==> src/rtl/snake_pkg.sv <==
// Shared definitions for the snake core and the grid scanner.
// Cell codes, scan FSM states, grid geometry constants and direction codes.
package snake_pkg;

   localparam int LOC_W     = 8;
   localparam int NUM_SEG   = 16;
   localparam int NUM_CELLS = 2**LOC_W;

   typedef enum logic [1:0] {
      CELL_EMPTY = 2'd0,
      CELL_BODY  = 2'd1,
      CELL_HEAD  = 2'd2,
      CELL_FOOD  = 2'd3
   } cell_t;

   typedef enum logic [1:0] {
      ST_IDLE = 2'd0,
      ST_SCAN = 2'd1,
      ST_DONE = 2'd2
   } scan_state_t;

   typedef enum logic [1:0] {
      DIR_LEFT  = 2'd0,
      DIR_RIGHT = 2'd1,
      DIR_UP    = 2'd2,
      DIR_DOWN  = 2'd3
   } dir_t;

endpackage

==> src/rtl/snake_cell_classify.sv <==
// Combinational classification of one grid cell against a snake/food snapshot.
// With SNAKE_SCAN_OVERLAP_EN defined it also flags cells hit by two or more segments.
module snake_cell_classify
   import snake_pkg::*;
(
   input  logic [LOC_W-1:0]         i_addr,
   input  logic [3:0]               i_len,
   input  logic [LOC_W-1:0]         i_food,
   input  logic [NUM_SEG*LOC_W-1:0] i_locs,
`ifdef SNAKE_SCAN_OVERLAP_EN
   output logic                     o_multi,
`endif
   output logic [1:0]               o_type
);

   logic             w_body_hit;
   logic [4:0]       w_hits;
   logic [LOC_W-1:0] w_head;
   logic             w_seg_hit;

   assign w_head = i_locs[NUM_SEG*LOC_W-1 -: LOC_W];

   // Segment i is occupied when i <= length; head (slot 0) is always occupied.
   always_comb begin
      w_body_hit = 1'b0;
      w_hits     = 5'd0;
      w_seg_hit  = 1'b0;
      for (int i = 0; i < NUM_SEG; i++) begin
         w_seg_hit = (4'(i) <= i_len) &&
                     (i_locs[NUM_SEG*LOC_W-1-LOC_W*i -: LOC_W] == i_addr);
         w_hits    = w_hits + {4'd0, w_seg_hit};
         w_body_hit = w_body_hit | (w_seg_hit && (i != 0));
      end
   end

`ifdef SNAKE_SCAN_OVERLAP_EN
   assign o_multi = (w_hits >= 5'd2);
`endif

   always_comb begin
      if (w_head == i_addr) begin
         o_type = CELL_HEAD;
      end else if (i_food == i_addr) begin
         o_type = CELL_FOOD;
      end else if (w_body_hit) begin
         o_type = CELL_BODY;
      end else begin
         o_type = CELL_EMPTY;
      end
   end

endmodule

==> src/rtl/snake_grid_scan.sv <==
// Snapshots the snake game state on Start and streams all 256 cell classifications
// over a valid/ready handshake. Optional macro: SNAKE_SCAN_OVERLAP_EN adds Overlap.
module snake_grid_scan
   import snake_pkg::*;
(
   input  logic         Clk,
   input  logic         Reset,
   input  logic         Start,
   input  logic [3:0]   Length,
   input  logic [7:0]   Food,
   input  logic [127:0] Locations_Flat,
   output logic         Busy,
   output logic         Cell_Valid,
   input  logic         Cell_Ready,
   output logic [7:0]   Cell_Addr,
   output logic [1:0]   Cell_Type,
`ifdef SNAKE_SCAN_OVERLAP_EN
   output logic         Overlap,
`endif
   output logic         Frame_Done
);

   localparam logic [LOC_W-1:0] LAST_ADDR = LOC_W'(NUM_CELLS - 1);

   scan_state_t      r_state;
   logic [3:0]       r_snap_len;
   logic [7:0]       r_snap_food;
   logic [127:0]     r_snap_locs;

   logic [7:0]       w_cls_addr;
   logic [3:0]       w_cls_len;
   logic [7:0]       w_cls_food;
   logic [127:0]     w_cls_locs;
   logic [1:0]       w_type;

   // In IDLE the first cell is classified straight from the live inputs so it
   // can be registered together with the snapshot; afterwards the snapshot
   // drives the lookahead for the next address.
   assign w_cls_addr = (r_state == ST_IDLE) ? 8'd0 : (Cell_Addr + 8'd1);
   assign w_cls_len  = (r_state == ST_IDLE) ? Length : r_snap_len;
   assign w_cls_food = (r_state == ST_IDLE) ? Food : r_snap_food;
   assign w_cls_locs = (r_state == ST_IDLE) ? Locations_Flat : r_snap_locs;

`ifdef SNAKE_SCAN_OVERLAP_EN
   logic w_multi;
   logic r_cur_multi;
   logic r_ovl_flag;
`endif

   snake_cell_classify u_classify (
      .i_addr  (w_cls_addr),
      .i_len   (w_cls_len),
      .i_food  (w_cls_food),
      .i_locs  (w_cls_locs),
`ifdef SNAKE_SCAN_OVERLAP_EN
      .o_multi (w_multi),
`endif
      .o_type  (w_type)
   );

   always_ff @(posedge Clk) begin
      if (Reset) begin
         r_state     <= ST_IDLE;
         r_snap_len  <= 4'd0;
         r_snap_food <= 8'd0;
         r_snap_locs <= 128'd0;
         Busy        <= 1'b0;
         Cell_Valid  <= 1'b0;
         Cell_Addr   <= 8'd0;
         Cell_Type   <= 2'd0;
         Frame_Done  <= 1'b0;
`ifdef SNAKE_SCAN_OVERLAP_EN
         r_cur_multi <= 1'b0;
         r_ovl_flag  <= 1'b0;
         Overlap     <= 1'b0;
`endif
      end else begin
         case (r_state)
            ST_IDLE: begin
               Frame_Done <= 1'b0;
               if (Start) begin
                  r_snap_len  <= Length;
                  r_snap_food <= Food;
                  r_snap_locs <= Locations_Flat;
                  Busy        <= 1'b1;
                  Cell_Valid  <= 1'b1;
                  Cell_Addr   <= 8'd0;
                  Cell_Type   <= w_type;
                  r_state     <= ST_SCAN;
`ifdef SNAKE_SCAN_OVERLAP_EN
                  r_cur_multi <= w_multi;
                  r_ovl_flag  <= 1'b0;
                  Overlap     <= 1'b0;
`endif
               end
            end
            ST_SCAN: begin
               if (Cell_Ready) begin
`ifdef SNAKE_SCAN_OVERLAP_EN
                  r_ovl_flag <= r_ovl_flag | r_cur_multi;
`endif
                  if (Cell_Addr == LAST_ADDR) begin
                     Cell_Valid <= 1'b0;
                     Frame_Done <= 1'b1;
                     r_state    <= ST_DONE;
`ifdef SNAKE_SCAN_OVERLAP_EN
                     Overlap    <= r_ovl_flag | r_cur_multi;
`endif
                  end else begin
                     Cell_Addr <= Cell_Addr + 8'd1;
                     Cell_Type <= w_type;
`ifdef SNAKE_SCAN_OVERLAP_EN
                     r_cur_multi <= w_multi;
`endif
                  end
               end
            end
            ST_DONE: begin
               Frame_Done <= 1'b0;
               Busy       <= 1'b0;
               r_state    <= ST_IDLE;
            end
            default: begin
               Busy       <= 1'b0;
               Cell_Valid <= 1'b0;
               Frame_Done <= 1'b0;
               r_state    <= ST_IDLE;
            end
         endcase
      end
   end

endmodule

==> config.mk <==
export PLATFORM = sky130hd
export DESIGN_NAME = snake_grid_scan
export DESIGN_NICKNAME = d
export VERILOG_FILES = /design/src/rtl/snake_pkg.sv /design/src/rtl/snake_cell_classify.sv /design/src/rtl/snake_grid_scan.sv
export SDC_FILE = /design/constraint.sdc
export NUM_CORES = 1
export LEC_CHECK = 0
export CELL_PAD_IN_SITES_DETAIL_PLACEMENT = 1
export CELL_PAD_IN_SITES_GLOBAL_PLACEMENT = 2
export CORE_MARGIN = 2
export CORE_UTILIZATION = 30
export DETAILED_ROUTE_END_ITERATION = 10
export PLACE_DENSITY_LB_ADDON = 0.1
export SYNTH_ARGS = -nofsm -noshare
export SYNTH_HDL_FRONTEND = slang
export SYNTH_SLANG_ARGS = --single-unit
==> constraint.sdc <==
create_clock -name Clk -period 2.6 [get_ports Clk]
set_input_delay 0.78 -clock Clk [delete_from_list [all_inputs] [get_ports Clk]]
set_output_delay 0.78 -clock Clk [all_outputs]
set_load 0.02 [all_outputs]
# Yosys cells after proc, flatten, opt, wreduce, memory -nomap -nowiden
# Cells that the tools add are included.
# Widths: inputs -> output; s select.
# word_totals
word_cells	113
reg_bits	155
# op_classes
eq_ne	24
n_lt_le_gt_ge	15
n_bitwise	16
addsub	1
muxes	24
reduce_logical	24
# ops
cell	count
$eq 8x8->1	17
$mux 128	1
$mux 8	5
$le 4x4->1 const A	8
$le 3x4->1 const A	4
$mux 2	8
$pmux 8 s2	1
$logic_and 1x1->1	15
$or 1x1->1	14
$add 8x1->8 const B	1
$eq 8x8->1 const B	1
$le 2x4->1 const A	2
$ne 2x2->1 const B	4
$pmux 2 s2	2
$reduce_and 4->1	2
$reduce_and 2->1	3
$le 1x4->1 const A	1
$mux 1	4
$mux 4	1
$pmux 1 s3	1
$reduce_and 3->1	1
$eq 2x1->1 const B	1
$eq 2x2->1 const B	1
$logic_not 2->1	1
other kinds (4)	5

# Logic depth before layout (Yosys ltp)
# depth
word_depth	24
ltp_mapped	12

# Cells and area by module
# From an unflattened synthesis, not the netlist that was laid out.
# unflattened
cells_unflattened	1088
area_unflattened_um2	9039.9
# by_module_without_submodules
module	instances	area_per_inst_um2	seq_area_each_um2	cells_each
snake_grid_scan	1	7293.2	3103.0	866
snake_cell_classify	1	1746.7	0.0	222

# Least setup slack after synthesis
# OpenSTA, ideal clock, no wires.
# synth_timing
path_type	flip-flop to flip-flop
start	register Cell_Addr[0]
end	register Cell_Type[0]
setup_ns	0.081
synth_period_minus_slack_ns	2.540
path_stages_with_launch	11
path_slack_ns	0.060
arrival_ns	2.460
cell_sequence	dfxtp_1 > ha_1 > clkbuf_1 > xnor2_1 > nand3_1 > o2bb2ai_1 > a31o_1 > or4_1 > o311ai_1 > a2111oi_0 > a41oi_1
# synth_between
elab_chain_cells	24
elab_cells_between_ends	58
classes_between	add/sub (1); eq/ne (19); mux (8); bitwise (14); reduce/logical (16)
# synth_rtl
item	line	rtl
from (decl)	snake_grid_scan.sv:15	output logic [7:0] Cell_Addr,
from (signal assigned)	snake_grid_scan.sv:110	Cell_Addr <= Cell_Addr + 8'd1;
$add 8x1->8	snake_grid_scan.sv:39	assign w_cls_addr = (r_state == ST_IDLE) ? 8'd0 : (Cell_Addr + 8'd1);
$mux 8	snake_grid_scan.sv:39	
$eq 8x8->1	snake_cell_classify.sv:30	(i_locs[NUM_SEG*LOC_W-1-LOC_W*i -: LOC_W] == i_addr);
$logic_and 1x1->1	snake_cell_classify.sv:29	w_seg_hit = (4'(i) <= i_len) &&
$or 1x1->1 (14 in series)	snake_cell_classify.sv:32	w_body_hit = w_body_hit | (w_seg_hit && (i != 0));
$mux 1	snake_cell_classify.sv:45	end else if (w_body_hit) begin
$mux 2	snake_cell_classify.sv:43	end else if (i_food == i_addr) begin
$mux 2	snake_cell_classify.sv:41	if (w_head == i_addr) begin
$mux 2	snake_grid_scan.sv:102	if (Cell_Addr == LAST_ADDR) begin
$mux 2	snake_grid_scan.sv:98	if (Cell_Ready) begin
$pmux 2 s2	snake_grid_scan.sv:78	case (r_state)
to (signal assigned)	snake_grid_scan.sv:88	Cell_Type <= w_type;
to (signal assigned)	snake_grid_scan.sv:111	Cell_Type <= w_type;
to (decl)	snake_grid_scan.sv:16	output logic [1:0] Cell_Type,
# Several ways; a longest one is shown, not always the timed one. The select of a mux whose other input is x is not followed.
# A chain may end at the register's enable or synchronous reset.

# Worst setup path in the final report
# layout_timing
start	input Length[3]
end	register Cell_Type[0]
# layout_between
elab_chain_cells	23
elab_cells_between_ends	52
classes_between	order compare (15); mux (8); bitwise (14); reduce/logical (15)
# layout_rtl
item	line	rtl
from (decl)	snake_grid_scan.sv:9	input logic [3:0] Length,
$mux 4 *	snake_grid_scan.sv:40	assign w_cls_len = (r_state == ST_IDLE) ? Length : r_snap_len;
$le 1x4->1 or $le 2x4->1 (tied branches)	snake_cell_classify.sv:29	
$logic_and 1x1->1	snake_cell_classify.sv:29	
$or 1x1->1 (13 in series)	snake_cell_classify.sv:32	
$or 1x1->1 *	snake_cell_classify.sv:32	
$mux 1 *	snake_cell_classify.sv:45	
$mux 2 *	snake_cell_classify.sv:43	
$mux 2 *	snake_cell_classify.sv:41	
$mux 2	snake_grid_scan.sv:102	
$mux 2	snake_grid_scan.sv:98	
$pmux 2 s2 *	snake_grid_scan.sv:78	
# Every way passes the cells marked *; elsewhere a longest branch is shown, timed or not. The select of a mux whose other input is x is not followed.

==> results.ini <==
[placement]
dp_slack_ns=-0.706
hpwlAfterDp_um=27000
dp_cells=1743
io_buffers=156
gp_congestion=0.910

[floorplan]
die-height_um=171
start_util_pct=30.4
rows=61
die_x_um=171
die_area_sq_mm=0.0293
io_pins=157
coreArea_sq_mm=0.0276

[timing]
setup_viol=1
finalCriticalPeriod_ns=2.62
relSlewSlack_pct=55.2
clock.fmax_ghz=0.381
skew_ns=0.0115
fin_ws_ns=-0.0243
rsz0062_at_grt=true
setup_tns_ns=-0.0243
drv_slew=0
hold_viol_final=0
worst_pin_slew_ns=0.672
finalCritPeriodShare_pct=101

[worst_setup_path]
rrSetupSlack_ns=0.02
cp_max_fo=4
cp-end-kind=flip-flop
crit_required_ns=2.90
critPathArrivalTime_ns=2.93
r2r_cells=10
crit_path_start_kind=input pin
criticalPathCategory=input pin to flip-flop
reg2reg_to=Cell_Type[0]
r2r-start=r_state[1]

[power_and_ir_drop]
p_clk_share_pct=38.8
p_comb_share_pct=22.6
ir_worst_vdd_mv=0.423
leakagePower_nw=4.77
seq_power_share_pct=38.5
p_int_mw=4.82
sw_frac_of_total_pct=30.4
p_total_mw=6.93
power-per-cell-area_mw_per_mm2=550
p_switching_mw=2.11

[synth]
synth_cells=1102
synthMuxAreaShare_pct=0.612
synth_top_family_by_area=simple AND/OR/NAND/NOR gates
synth_ff_type=dfxtp_1
syn-num-nets=1247
synth_compound_area_share_pct=20.6
synthDistinctLibCells=76
ys_ff_latch=155
synth_area_leaders=dfxtp_1 37%, nand2_1 13%, a21oi_1 10%
synth-adder-area-share_pct=0.149
synthSimpleGateAreaFrac_pct=24.5
async_reset_ff_share_pct=0
yosys.area_share.xor_xnor_pct=12.1
yosys.area.top_type_share_pct=37.0
synth_area_sq_mm=0.00839
syn_area_per_cell_sq_um=7.61
yosysSeqAreaShare_pct=37.0
yosysWarnings=0
synth_edf_count=0
yosys.area.top_type=dfxtp_1

[detailed_routing]
first_pass_iters=4
first_iter_violations=537
wl_per_cell_um=20.5
viasPerCell=5.10
drtAntennaViolNets=0
vias=9074
wl_um=36500
route.detailed.drc=0

[cts]
clk_pin_slew_ns=0.07
cts.path.max_buffers=2
cts_buffers=17
cts_sinks=155
cts_root_buf=clkbuf_16
cts_tree=done
clock_latency_ns=0.44
cts_htree_levels=4

[cells_and_area]
regArea_sq_mm=0.00311
drive_above_1_share_pct=21.0
multi_input_area_sq_mm=0.00512
final_cell_mix=300 x nand2_1, 175 x buf_4, 169 x a21oi_1
nNetsFinal=1532
final_cells=1779
fin_util_pct=45.6
nFillCells=3341
mostFrequentLayoutCell=nand2_1
area_growth_pct=50.2

[global_route]
grt_use_met3_pct=3.70
grt_pass1_vias=9383
grt_antenna_before_repair=1
grt_usage_pct=25.3
grt_max_degree=78
grt_pass1_wl_um=55700
grt.overflow.total=0
busiest_layer=met2
grtUsageMet1_pct=33.8
gr-usage-met2_pct=41.8

[flow_run]
cap_viol_max_count=0

[worst_hold_path]
min_path_cells=2
min_path_type=flip-flop to flip-flop
min_from=Frame_Done
hold_end=Frame_Done

[outcome]
status=complete, but fails checks
violations=negative setup slack

-- layer usage --
layer | wire (um) | part of all wire (%)
met5 | 0 | 0
met4 | 890 | 2.4
met3 | 1360 | 3.7
met2 | 17300 | 47
met1 | 17000 | 46
-- kinds of logic after synthesis --
logic type	count (synthesis)
buffers and inverters	91
muxes	5
AOI/OAI and AO/OA	286
adders and majority gates	1
DFF	155
xor gates and xnor gates	106
and+or+nand+nor	458
-- per-stage QoR --
| stage | cell area (sq um) | hold WS, ns |
|---|---|---|
| 5_1_grt | 12600 | 0.474 |
| 3_3_place_gp | 11700 | 0.434 |
| 6_report | 12600 | 0.449 |
| 4_1_cts | 12400 | 0.456 |
| 2_1_floorplan | 8390 | 0.437 |
| 3_5_place_dp | 11700 | 0.444 |
-- Yosys cell counts, types with 4 or more instances --
cell type,number
a211oi_1,4
a21oi_1,171
a221oi_1,6
a22oi_1,4
a31oi_1,9
a41oi_1,4
and2_1,4
and3_1,5
buf_2,27
buf_6,6
clkbuf_1,46
dfxtp_1,155
inv_1,6
mux2i_1,4
nand2_1,301
nand2b_1,5
nand3_1,14
nand4_1,8
nor2_1,38
nor3_1,20
nor3b_1,4
nor4_1,33
o2111ai_1,5
o211ai_1,5
o21a_1,6
o21ai_0,21
o221ai_1,8
o22ai_1,6
or4_1,9
xnor2_1,60
xor2_1,40
-- final cells by class --
| class | instances | share of cell area, % |
|---|---|---|
| Timing Repair Buffer | 350 | 25.8 |
| Tap cell | 378 | 3.75 |
| Clock buffer | 20 | 3.54 |
| Clock inverter | 12 | 1.29 |
| Inverter | 7 | 0.209 |
| Antenna cell | 1 | 0.0199 |
| Sequential cell | 155 | 24.7 |
| Multi-Input combinational cell | 856 | 40.7 |
-- state kept, by name, summed over array words and instances, names as in the netlist --
name         flops
Cell_Addr        8
r_snap_len       4
Busy             1
Cell_Type        2
r_snap_locs    128
r_snap_food      8
r_state          2
Cell_Valid       1
Frame_Done       1
-- repair_timing --
action,4_1_cts,5_1_grt
pin swaps,10,15
gates resized for setup,30,37
setup buffers,3,1
endpoints found under the setup margin,1,2
hold buffers,0,0
-- worst max-delay path, cell delays in order --
cell and delay [ns]:
clkdlybuf4s50_1 0.49, buf_4 0.20, nor4_1 0.33, a21oi_2 0.07, o2bb2ai_1 0.13, a31o_1 0.16
or4_4 0.16, o311ai_4 0.12, a2111oi_2 0.33, a41oi_1 0.15
-- power by group through the flow --
stage / sequential, mW / clock, mW / combinational, mW
after global placement: 2.71 / 0 / 1.50
final: 2.67 / 2.69 / 1.57
after floorplan: 2.69 / 0 / 0.705
after global routing: 2.68 / 2.84 / 1.70
after CTS: 2.66 / 2.73 / 1.55
after detailed placement: 2.71 / 0 / 1.52
-- worst max-delay path by stage --
stage | from | to | cells after the start
floorplan | Cell_Addr[0] | Cell_Type[0] | 10
global placement | Locations_Flat[50] | Cell_Type[0] | 10
detailed placement | Locations_Flat[3] | Cell_Type[0] | 8
CTS | Cell_Addr[0] | Cell_Type[0] | 10
global route | Length[3] | Cell_Type[0] | 10
finish | Length[3] | Cell_Type[0] | 10
No activity file was read; power rests on OpenSTA's default activity.
==> variant, RTL diff (same settings) <==
The option `SNAKE_SCAN_OVERLAP_EN` is turned on by a define.
--- a/src/rtl/snake_cell_classify.sv
+++ b/src/rtl/snake_cell_classify.sv
@@ -1,5 +1,7 @@
 // Combinational classification of one grid cell against a snake/food snapshot.
 // With SNAKE_SCAN_OVERLAP_EN defined it also flags cells hit by two or more segments.
+`define SNAKE_SCAN_OVERLAP_EN
+
 module snake_cell_classify
    import snake_pkg::*;
 (
Check against the original RTL (old outputs only; new: Overlap): no difference found for any inputs over 4 cycles, from zero or initial values and one cycle with Reset high; that may be too few to reach the edited logic, so the function may still have changed.
==> variant against the unedited design <==
The run still ends with negative setup slack left. Global-route usage is 1.6 points lower. Routed wire length is 2.2% lower. Power is 5.5% lower. Area after synthesis is 3.2% higher. Clock power is 5% lower. Utilization is 1.4 points higher. Sequential cell count is 3 higher. Design area is 6.5% higher. Setup slack worse by 2.9 ns. Critical endpoint is now r_cur_multi.
==> variant: results <==
group,metric,value,unit
placed_design,pre_cts_slack,-3.353,ns
setup_path,cp.arrival,5.80,ns
yosys,synth_area_per_cell,7.740,um2
timing,setup_viol,3,
global_route,grt_pass1_vias,9827,
placed_design,place.gp.congestion,0.8610,
drt,route.met2.wl,16920,um
drt,dr.pass1.iters,5,
global_route,grt_antenna_before_repair,0,
hold_path,holdCritPathClass,"reg -> reg",
layout,nets,1634,
timing,max_slew_margin,46.67,%
timing,fin_skew,0.01081,ns
pwr,leakagePower,5.340,nW
setup_path,cp_max_fo,2,
status,violations,"negative setup slack",
yosys,yosys.cell_types.count,63,
global_route,grt_pass1_wl,55510,um
status,status,"finished with violations",
global_route,grt_max_degree,54,
setup_path,max_stage_delay,0.56,ns
drt,met1Wirelength,16580,um
global_route,grt.total_usage,23.69,%
placed_design,dp_hpwl,26900,um
yosys,synth-async-reset-ratio,0,%
layout,insertedDiodeCount,0,
drt,via_per_inst,5.021,
clocking,clock_latency,0.43,ns
yosys,synth-seq-area-share,36.55,%
drt,dr_wl_met3,1345,um
layout,drive_gt1_share,23.01,%
timing,setup_ws,-2.882,ns
setup_path,cp_top_family,"adder cells",
drt,vias,9389,
placed_design,dp_cells,1834,
pwr,ir_worst_vdd,393.5,uV
drt,drt_iter0_markers,468,
yosys,synth_fp_nets,1278,
drt,avgRoutedWirePerCell,19.08,um
## variant: final timing paths
check | start | end | slack, ns | cells past startpoint
max | Locations_Flat[65] | r_cur_multi | -2.88 | 18
min | Frame_Done | Frame_Done | 0.46 | 2
max reg2reg | Cell_Addr[2] | r_cur_multi | -2.87 | 21
min reg2reg | Frame_Done | Frame_Done | 0.46 | 2
## variant: area by class of cell
type	instances	area, um2
Clock buffer	20	446.7
Clock inverter	11	132.6
Fill cell	3474	15130
Inverter	19	71.32
Multi-Input combinational cell	863	5380
Sequential cell	158	3178
Tap cell	384	480.5
Timing Repair Buffer	415	3726
## variant: repair_timing
item                       4_1_cts  5_1_grt
buffers inserted                 3        2
pin swaps                        9        5
resized for setup               30       16
setup endpoints to repair        5        4
## variant: tightest hold or removal path, cell delays in order (launching register included)
cell and delay (ns):
dfxtp_1 0.31, inv_1 0.05, a211oi_1 0.05
## variant: metal layers
layer / vias up / track usage (%)
met3: 48 / 3.004
met5: - / 0
li1: 4550 / -
met1: 4592 / 31.69
met2: 199 / 39.76
met4: 0 / 7.388
## variant: where the power goes
part	switching, mW	internal [mW]
logic	0.639	0.681
registers	0.107	2.56
clock network	1.11	1.45
total	1.86	4.69
## variant: kinds of logic (layout without fill, tap and decap cells)
logic type      Yosys count  count (layout)  share of synthesized area, %
simple gates            465             465                         23.64
compound gates          254             254                         16.92
flops                   158             158                         36.55
xor+xnor                125             125                         14.91
buf+inv                  97             465                         4.439
fa+ha+maj                16              16                         3.181
mux                       3               3                        0.3615
## variant: metrics by stage
stage | utilization (%) | instance area [um2] | TNS [ns]
finish | 46.99 | 13420 | -3.613
global route | 46.99 | 13420 | -4.120
CTS | 46.67 | 13320 | -3.493
detailed placement | 44.07 | 12580 | -4.743
global placement | 44.07 | 12580 | -4.559
floorplan | - | 8806 | -3.190
